File: config.mk
export PLATFORM = sky130hd
export DESIGN_NAME = spi_slave_ctrl
export DESIGN_NICKNAME = d
export VERILOG_FILES = /design/src/rtl/spi_slave_pkg.sv /design/src/rtl/spi_slave_sync.sv /design/src/rtl/spi_slave_ctrl.sv
export SDC_FILE = /design/constraint.sdc
export NUM_CORES = 1
export LEC_CHECK = 0
export BUFFER_PORTS_ARGS = -buffer_cell sky130_fd_sc_hd__buf_2
export CORE_MARGIN = 2
export CORE_UTILIZATION = 60
export CTS_BUF_LIST = sky130_fd_sc_hd__clkbuf_4
export CTS_CLUSTER_SIZE = 16
export DETAILED_ROUTE_END_ITERATION = 16
export GPL_ROUTABILITY_DRIVEN = 0
export PLACE_DENSITY = 0.9
export SETUP_SLACK_MARGIN = 0.4
export SLEW_MARGIN = 20
export SYNTH_ARGS = -nofsm -noshare
export SYNTH_HDL_FRONTEND = slang
export SYNTH_SLANG_ARGS = --single-unit
File: constraint.sdc
create_clock -name s_axi_aclk -period 4.99 [get_ports s_axi_aclk]
set_clock_uncertainty 0.1 [all_clocks]
set_input_delay 0.998 -clock s_axi_aclk [delete_from_list [all_inputs] [get_ports s_axi_aclk]]
set_output_delay 0.998 -clock s_axi_aclk [all_outputs]
set_load 0.01 [all_outputs]
File: src/rtl/spi_slave_pkg.sv
// spi_slave_pkg: command codes, FSM states and status-byte helper for the SPI target front end.
package spi_slave_pkg;
  localparam logic [7:0] CMD_WRITE  = 8'h02;
  localparam logic [7:0] CMD_READ   = 8'h0B;
  localparam logic [7:0] CMD_STATUS = 8'h05;
  localparam logic [7:0] CMD_QWRITE = 8'h32;
  localparam logic [7:0] CMD_QREAD  = 8'h6B;
  typedef enum logic [3:0] {IDLE, CMD, WR_ADDR, RD_ADDR, DUMMY, WR_DATA, RD_DATA, STATUS, IGNORE} state_e;
  function automatic logic [7:0] status_byte(input logic ovf, input logic udf, input logic rxv, input logic txv);
    return {4'b0, ovf, udf, rxv, txv};
  endfunction
endpackage

File: src/rtl/spi_slave_sync.sv
// spi_slave_sync: synchronizes SPI pins into clk and derives sclk/csn edge strobes.
module spi_slave_sync #(
  parameter int SYNC_STAGES = 2
) (
  input  logic       clk,
  input  logic       rst_n,
  input  logic       sclk_i,
  input  logic       csn_i,
  input  logic [3:0] sdi_i,
  output logic       rise_o,
  output logic       fall_o,
  output logic       csn_fall_o,
  output logic       csn_rise_o,
  output logic       csn_o,
  output logic [3:0] sdi_o
);
  // bit layout {sclk, csn, sdi[3:0]}; csn resets high so leaving reset is not a deselect edge
  localparam logic [5:0] RST_VAL = 6'b010000;
  logic [5:0] sync_q [SYNC_STAGES];
  logic [1:0] prev_q;
  logic [5:0] s;
  always_ff @(posedge clk or negedge rst_n)
    if (!rst_n) begin
      for (int i = 0; i < SYNC_STAGES; i++) sync_q[i] <= RST_VAL;
      prev_q <= 2'b01;
    end else begin
      sync_q[0] <= {sclk_i, csn_i, sdi_i};
      for (int i = 1; i < SYNC_STAGES; i++) sync_q[i] <= sync_q[i-1];
      prev_q <= sync_q[SYNC_STAGES-1][5:4];
    end
  assign s          = sync_q[SYNC_STAGES-1];
  assign rise_o     = s[5] & ~prev_q[1];
  assign fall_o     = ~s[5] & prev_q[1];
  assign csn_fall_o = ~s[4] & prev_q[0];
  assign csn_rise_o = s[4] & ~prev_q[0];
  assign csn_o      = s[4];
  assign sdi_o      = s[3:0];
endmodule

File: src/rtl/spi_slave_ctrl.sv
// spi_slave_ctrl: oversampled SPI mode-0 target decoding cmd/addr/dummy and streaming 32-bit words.
// Quad commands 0x32/0x6B are decoded only when SPI_SLAVE_QUAD_EN is defined.
module spi_slave_ctrl
  import spi_slave_pkg::*;
#(
  parameter int ADDR_LEN     = 32,
  parameter int DUMMY_CYCLES = 8,
  parameter int SYNC_STAGES  = 2
) (
  input  logic        s_axi_aclk,
  input  logic        s_axi_aresetn,
  input  logic        spi_sclk,
  input  logic        spi_csn,
  input  logic        spi_sdi0,
  input  logic        spi_sdi1,
  input  logic        spi_sdi2,
  input  logic        spi_sdi3,
  output logic        spi_sdo0,
  output logic        spi_sdo1,
  output logic        spi_sdo2,
  output logic        spi_sdo3,
  output logic [3:0]  spi_oe,
  output logic [31:0] addr_o,
  output logic        addr_valid_o,
  output logic [7:0]  cmd_o,
  output logic [31:0] rx_data_o,
  output logic        rx_valid_o,
  input  logic        rx_ready_i,
  input  logic [31:0] tx_data_i,
  input  logic        tx_valid_i,
  output logic        tx_ready_o,
  output logic        eot_o,
  output logic [1:0]  status_o
);
  localparam logic [5:0]  ALEN      = 6'(ADDR_LEN);
  localparam logic [5:0]  DLEN      = 6'(DUMMY_CYCLES);
  localparam logic [31:0] ADDR_MASK = 32'hFFFF_FFFF >> (32 - ADDR_LEN);
  logic rise_evt, fall_evt, csn_fall, csn_rise, csn_s;
  logic [3:0] sdi_s;
  state_e state_q, state_d;
  logic [5:0] cnt_q, cnt_d, cnt_nx, step;
  logic [31:0] shift_q, shift_d, addr_q, addr_d, rx_data_q, rx_data_d, tx_shift_q, tx_shift_d;
  logic [7:0] cmd_q, cmd_d;
  logic [3:0] sdo_q, sdo_d;
  logic rx_valid_q, rx_valid_d, tx_ready_q, tx_ready_d, addr_valid_q, addr_valid_d, eot_q, eot_d;
  logic ovf_q, ovf_d, udf_q, udf_d, quad_q, quad_d;
  logic fetch, ovf_set, udf_set, flag_clr;
  spi_slave_sync #(.SYNC_STAGES(SYNC_STAGES)) u_sync (
    .clk        (s_axi_aclk),
    .rst_n      (s_axi_aresetn),
    .sclk_i     (spi_sclk),
    .csn_i      (spi_csn),
    .sdi_i      ({spi_sdi3, spi_sdi2, spi_sdi1, spi_sdi0}),
    .rise_o     (rise_evt),
    .fall_o     (fall_evt),
    .csn_fall_o (csn_fall),
    .csn_rise_o (csn_rise),
    .csn_o      (csn_s),
    .sdi_o      (sdi_s)
  );
  assign step   = quad_q ? 6'd4 : 6'd1;
  assign cnt_nx = cnt_q + step;
  always_comb begin
    state_d      = state_q;
    cnt_d        = cnt_q;
    shift_d      = shift_q;
    cmd_d        = cmd_q;
    addr_d       = addr_q;
    quad_d       = quad_q;
    rx_data_d    = rx_data_q;
    rx_valid_d   = rx_valid_q & ~rx_ready_i;
    tx_shift_d   = tx_shift_q;
    sdo_d        = sdo_q;
    addr_valid_d = 1'b0;
    tx_ready_d   = 1'b0;
    eot_d        = 1'b0;
    fetch        = 1'b0;
    ovf_set      = 1'b0;
    udf_set      = 1'b0;
    flag_clr     = 1'b0;
    if (csn_rise) begin
      state_d  = IDLE;
      cnt_d    = '0;
      eot_d    = 1'b1;
      sdo_d    = '0;
      quad_d   = 1'b0;
      flag_clr = state_q == STATUS;
    end else if (csn_fall && state_q == IDLE) begin
      state_d = CMD;
      cnt_d   = '0;
    end else if (rise_evt) begin
      shift_d = quad_q ? {shift_q[27:0], sdi_s} : {shift_q[30:0], sdi_s[0]};
      cnt_d   = cnt_nx;
      case (state_q)
        CMD: if (cnt_q == 6'd7) begin
          cnt_d = '0;
          case (shift_d[7:0])
            CMD_WRITE:  state_d = WR_ADDR;
            CMD_READ:   state_d = RD_ADDR;
            CMD_STATUS: begin
              state_d    = STATUS;
              tx_shift_d = {status_byte(ovf_q, udf_q, rx_valid_q, tx_valid_i), 24'h0};
            end
`ifdef SPI_SLAVE_QUAD_EN
            CMD_QWRITE: begin state_d = WR_ADDR; quad_d = 1'b1; end
            CMD_QREAD:  begin state_d = RD_ADDR; quad_d = 1'b1; end
`endif
            default:    state_d = IGNORE;
          endcase
          cmd_d = (state_d == IGNORE) ? cmd_q : shift_d[7:0];
        end
        WR_ADDR, RD_ADDR: if (cnt_nx >= ALEN) begin
          cnt_d        = '0;
          addr_d       = shift_d & ADDR_MASK;
          addr_valid_d = 1'b1;
          state_d      = (state_q == WR_ADDR) ? WR_DATA : (DUMMY_CYCLES == 0) ? RD_DATA : DUMMY;
          fetch        = state_q == RD_ADDR && DUMMY_CYCLES == 0;
        end
        DUMMY: begin
          cnt_d = cnt_q + 6'd1;
          if (cnt_q + 6'd1 >= DLEN) begin
            cnt_d   = '0;
            state_d = RD_DATA;
            fetch   = 1'b1;
          end
        end
        WR_DATA: if (cnt_nx >= 6'd32) begin
          cnt_d = '0;
          // a word still waiting on the sink is kept; the newcomer is dropped
          if (rx_valid_q && !rx_ready_i) ovf_set = 1'b1;
          else begin
            rx_data_d  = shift_d;
            rx_valid_d = 1'b1;
          end
        end
        RD_DATA: if (cnt_nx >= 6'd32) begin
          cnt_d = '0;
          fetch = 1'b1;
        end
        STATUS: if (cnt_q == 6'd7) begin
          cnt_d      = '0;
          tx_shift_d = {status_byte(ovf_q, udf_q, rx_valid_q, tx_valid_i), 24'h0};
        end
        default: ;
      endcase
    end else if (fall_evt && (state_q == RD_DATA || state_q == STATUS)) begin
      sdo_d      = quad_q ? tx_shift_q[31:28] : {3'b0, tx_shift_q[31]};
      tx_shift_d = quad_q ? tx_shift_q << 4 : tx_shift_q << 1;
    end
    if (fetch) begin
      tx_shift_d = tx_valid_i ? tx_data_i : 32'h0;
      tx_ready_d = tx_valid_i;
      udf_set    = ~tx_valid_i;
    end
    ovf_d = ovf_set | (ovf_q & ~flag_clr);
    udf_d = udf_set | (udf_q & ~flag_clr);
  end
  always_ff @(posedge s_axi_aclk or negedge s_axi_aresetn)
    if (!s_axi_aresetn) begin
      state_q      <= IDLE;
      cnt_q        <= '0;
      shift_q      <= '0;
      cmd_q        <= '0;
      addr_q       <= '0;
      quad_q       <= 1'b0;
      rx_data_q    <= '0;
      rx_valid_q   <= 1'b0;
      tx_shift_q   <= '0;
      sdo_q        <= '0;
      addr_valid_q <= 1'b0;
      tx_ready_q   <= 1'b0;
      eot_q        <= 1'b0;
      ovf_q        <= 1'b0;
      udf_q        <= 1'b0;
    end else begin
      state_q      <= state_d;
      cnt_q        <= cnt_d;
      shift_q      <= shift_d;
      cmd_q        <= cmd_d;
      addr_q       <= addr_d;
      quad_q       <= quad_d;
      rx_data_q    <= rx_data_d;
      rx_valid_q   <= rx_valid_d;
      tx_shift_q   <= tx_shift_d;
      sdo_q        <= sdo_d;
      addr_valid_q <= addr_valid_d;
      tx_ready_q   <= tx_ready_d;
      eot_q        <= eot_d;
      ovf_q        <= ovf_d;
      udf_q        <= udf_d;
    end
  assign spi_oe[0]    = (state_q == RD_DATA || state_q == STATUS) & ~csn_s;
  assign spi_oe[3:1]  = {3{state_q == RD_DATA & quad_q & ~csn_s}};
  assign spi_sdo0     = sdo_q[0] & spi_oe[0];
  assign spi_sdo1     = sdo_q[1] & spi_oe[1];
  assign spi_sdo2     = sdo_q[2] & spi_oe[2];
  assign spi_sdo3     = sdo_q[3] & spi_oe[3];
  assign addr_o       = addr_q;
  assign addr_valid_o = addr_valid_q;
  assign cmd_o        = cmd_q;
  assign rx_data_o    = rx_data_q;
  assign rx_valid_o   = rx_valid_q;
  assign tx_ready_o   = tx_ready_q;
  assign eot_o        = eot_q;
  assign status_o     = {udf_q, ovf_q};
endmodule

==> metrics.yaml <==
placed_design:
  placed_cells: 777
  dp_hpwl_mm: 9.377
  port_buffers: 118
  dpl-instance-area_um2: 7518
  pre_cts_ws_ns: 1.600
routing:
  route.detailed.drc: 0
  viasPerCell: 5.847
  dr.first_iter.drc_count: 449
  first_pass_iters: 6
  ant_nets: 0
  routed_wl_mm: 13.82
  wl_per_cell_um: 17.11
  num_vias: 4724
layout:
  final_cells: 808
  fin_util: 0.6855
  area_delta_synth_final_pct: 12.36
  drive_above_1_share: 0.3940
  multi_input_area_um2: 2668
  antenna_cells: 0
  num-nets-final: 697
  ff_latch_area_um2: 4008
  postLayoutCellArea_um2: 7760
  n_fill_cell: 803
clock_tree:
  cts_tree: "yes"
  root_buffer: "clkbuf_4"
  cts_max_path_buffers: 2
  cts_made_buffers: 17
  cts_hold_buf: 0
  post-cts-setup-buffer-count: 0
  cts-htree-levels: 4
  clock_sinks: 160
  clock_latency_ns: 0.55
  path_clk_slew_ns: 0.11
  cts_resized: 0
critical_path:
  start_kind: "register"
  criticalPathCategory: "register to register"
  worstPathArrival_ns: 3.86
  required_ns: 5.35
  regToRegSetupSlack_ns: 1.49
  cp_max_fo: 55
  endpoint_kind: "register"
  r2r_cells: 7
timing:
  min_period_ns: 3.504
  whs_ns: 0.2579
  rsz0062_at_grt: "no"
  final-hold-violation-count: 0
  fin_crit_sh: 0.7021
  drv_slew: 0
  setup_viol: 0
  max_slew.worst_pin.slew_ns: 1.016
  max_freq_ghz: 0.2854
  finalSetupTns_ns: 0
  finalWorstSetupSlack_ns: 1.486
  slew_headroom: 0.3210
synth:
  syn_area_um2: 6907
  yosys.area.top_type: "dfrtp_1"
  synth_flop_cell: "dfrtp_1"
  syn_avg_cell_area_um2: 12.63
  ys_types: 56
  synth_edf_count: 0
  synth_top_area_frac: 0.5688
  synthArstFlopShare: 1.000
  yosysWarnings: 0
  synth_area_leaders: "dfrtp_1 (57%), mux2_2 (11%), mux2_4 (6.5%)"
  synth_seq_cells: 160
  synth-seq-area-share: 0.5803
  synthesis.instances: 547
run_status:
  outcome: "completed"
floorplanning:
  io-pin-count: 128
  rows: 39
  dieArea_um2: 12390
  die_height_um: 111.3
  fp.coreArea_um2: 11320
  die_x_um: 111.3
  start_util: 0.6101
power:
  p_leak_nw: 4.046
  p_per_area_nw_per_um2: 295.5
  total_power_mw: 2.293
  ir_drop_v: 0.0002207
global_route:
  grt_pass1_vias: 4747
  grt_pass1_wl_mm: 23.06
  antenna_found_initial: 0
  grt_start_max_net_pins: 102
  grt-ovfl-total: 0
  grt_use_total: 0.2334
min_path:
  hold_depth: 0
  hold_class: "register to register"
flow_run:
  drv_cap: 0
[placed cells by master, fill, tap and decap left out, drive strengths merged, types with 2 or more instances in the layout]
master / Yosys / layout
and3: 6 / 6
mux2: 99 / 99
nand2: 29 / 29
xnor2: 2 / 2
buf: 27 / 124
conb: 1 / 6
nor2b: 5 / 5
nand4: 2 / 2
nand2b: 9 / 9
o211ai: 3 / 3
clkinv: 0 / 7
o22ai: 5 / 5
a22oi: 28 / 28
a41oi: 2 / 2
a31oi: 4 / 4
clkbuf: 15 / 20
clkinvlp: 0 / 2
ha: 2 / 2
nor2: 40 / 40
dfstp: 3 / 3
nand3: 8 / 8
a311o: 2 / 2
mux2i: 3 / 3
and2: 9 / 9
a311oi: 2 / 2
nor4: 3 / 3
or4b: 2 / 2
a21oi: 37 / 37
or2: 2 / 2
dfrtp: 157 / 157
inv: 6 / 7
nand3b: 2 / 2
nor3b: 3 / 3
o21ai: 15 / 15
nor4b: 2 / 2
[kinds of logic after synthesis]
group                    Yosys count  synth area share
flip-flops                       160            0.5803
AND/OR/NAND/NOR                  127           0.09710
AO/OA/AOI/OAI                    105           0.09620
multiplexers                     102            0.1821
buffers and inverters             48           0.03768
adder cells (fa/ha/maj)            2          0.003623
XOR/XNOR                           2          0.002537
other                              1         0.0005430
[final timing paths]
check / to / from
worst max-delay path: tx_shift_q[4] / cnt_q[0]
worst min-delay path: u_sync.s[0] / u_sync.sync_q[6]
worst max register to register: tx_shift_q[4] / cnt_q[0]
worst min register to register: u_sync.s[0] / u_sync.sync_q[6]
max in group asynchronous: addr_o[10] / s_axi_aresetn
min in group asynchronous: tx_shift_q[19] / s_axi_aresetn
[synthesized netlist by cell type, types with 5 or more instances]
cell type    n
buf_4        9
dfrtp_1    157
nor2_1      40
mux2_4      30
inv_1        6
mux2_2      67
o22ai_1      5
and3_1       6
nand3_1      7
nor2b_1      5
buf_2       13
clkbuf_1    15
o21ai_0     14
and2_1       8
a22oi_1     28
a21oi_1     37
nand2_1     29
nand2b_1     8
[sequential cells by signal, indices dropped and copies added (netlist names), 2 cells and up]
name / flops
u_sync.sync_q: 3
u_sync.s: 3
tx_shift_q: 32
addr_o: 32
state_q: 4
rx_data_o: 32
u_sync.prev_q: 2
cnt_q: 6
shift_q: 31
cmd_o: 8
[where the power goes]
part           switching (mW)  internal [mW]  leakage [nW]
clock                   0.433          0.256         0.129
sequential             0.0763           1.35          2.02
combinational          0.0922         0.0868          1.90
[cell type report]
class,count,area share
Sequential cell,160,0.5164
Clock buffer,20,0.01935
Multi-Input combinational cell,344,0.3438
Timing Repair Buffer,124,0.08272
Inverter,6,0.002902
Clock inverter,11,0.01177
Tap cell,143,0.02306
[critical path, stage by stage, from the launching register on]
cell and delay, ns:
dfrtp_1 0.49, ha_1 0.31, nor4bb_1 0.43, nand2_1 0.17, o31ai_1 0.70, nand2b_2 0.87
nor2_1 0.12, a21oi_1 0.19
[layer usage]
metal	vias up	track usage	wire length [µm]
met5	-	0	0
met4	0	0.08560	255
met3	27	0.06780	806
met2	183	0.3874	7118
met1	2361	0.2933	5642
li1	2153	-	-
Power figures use the tool's default switching activity.
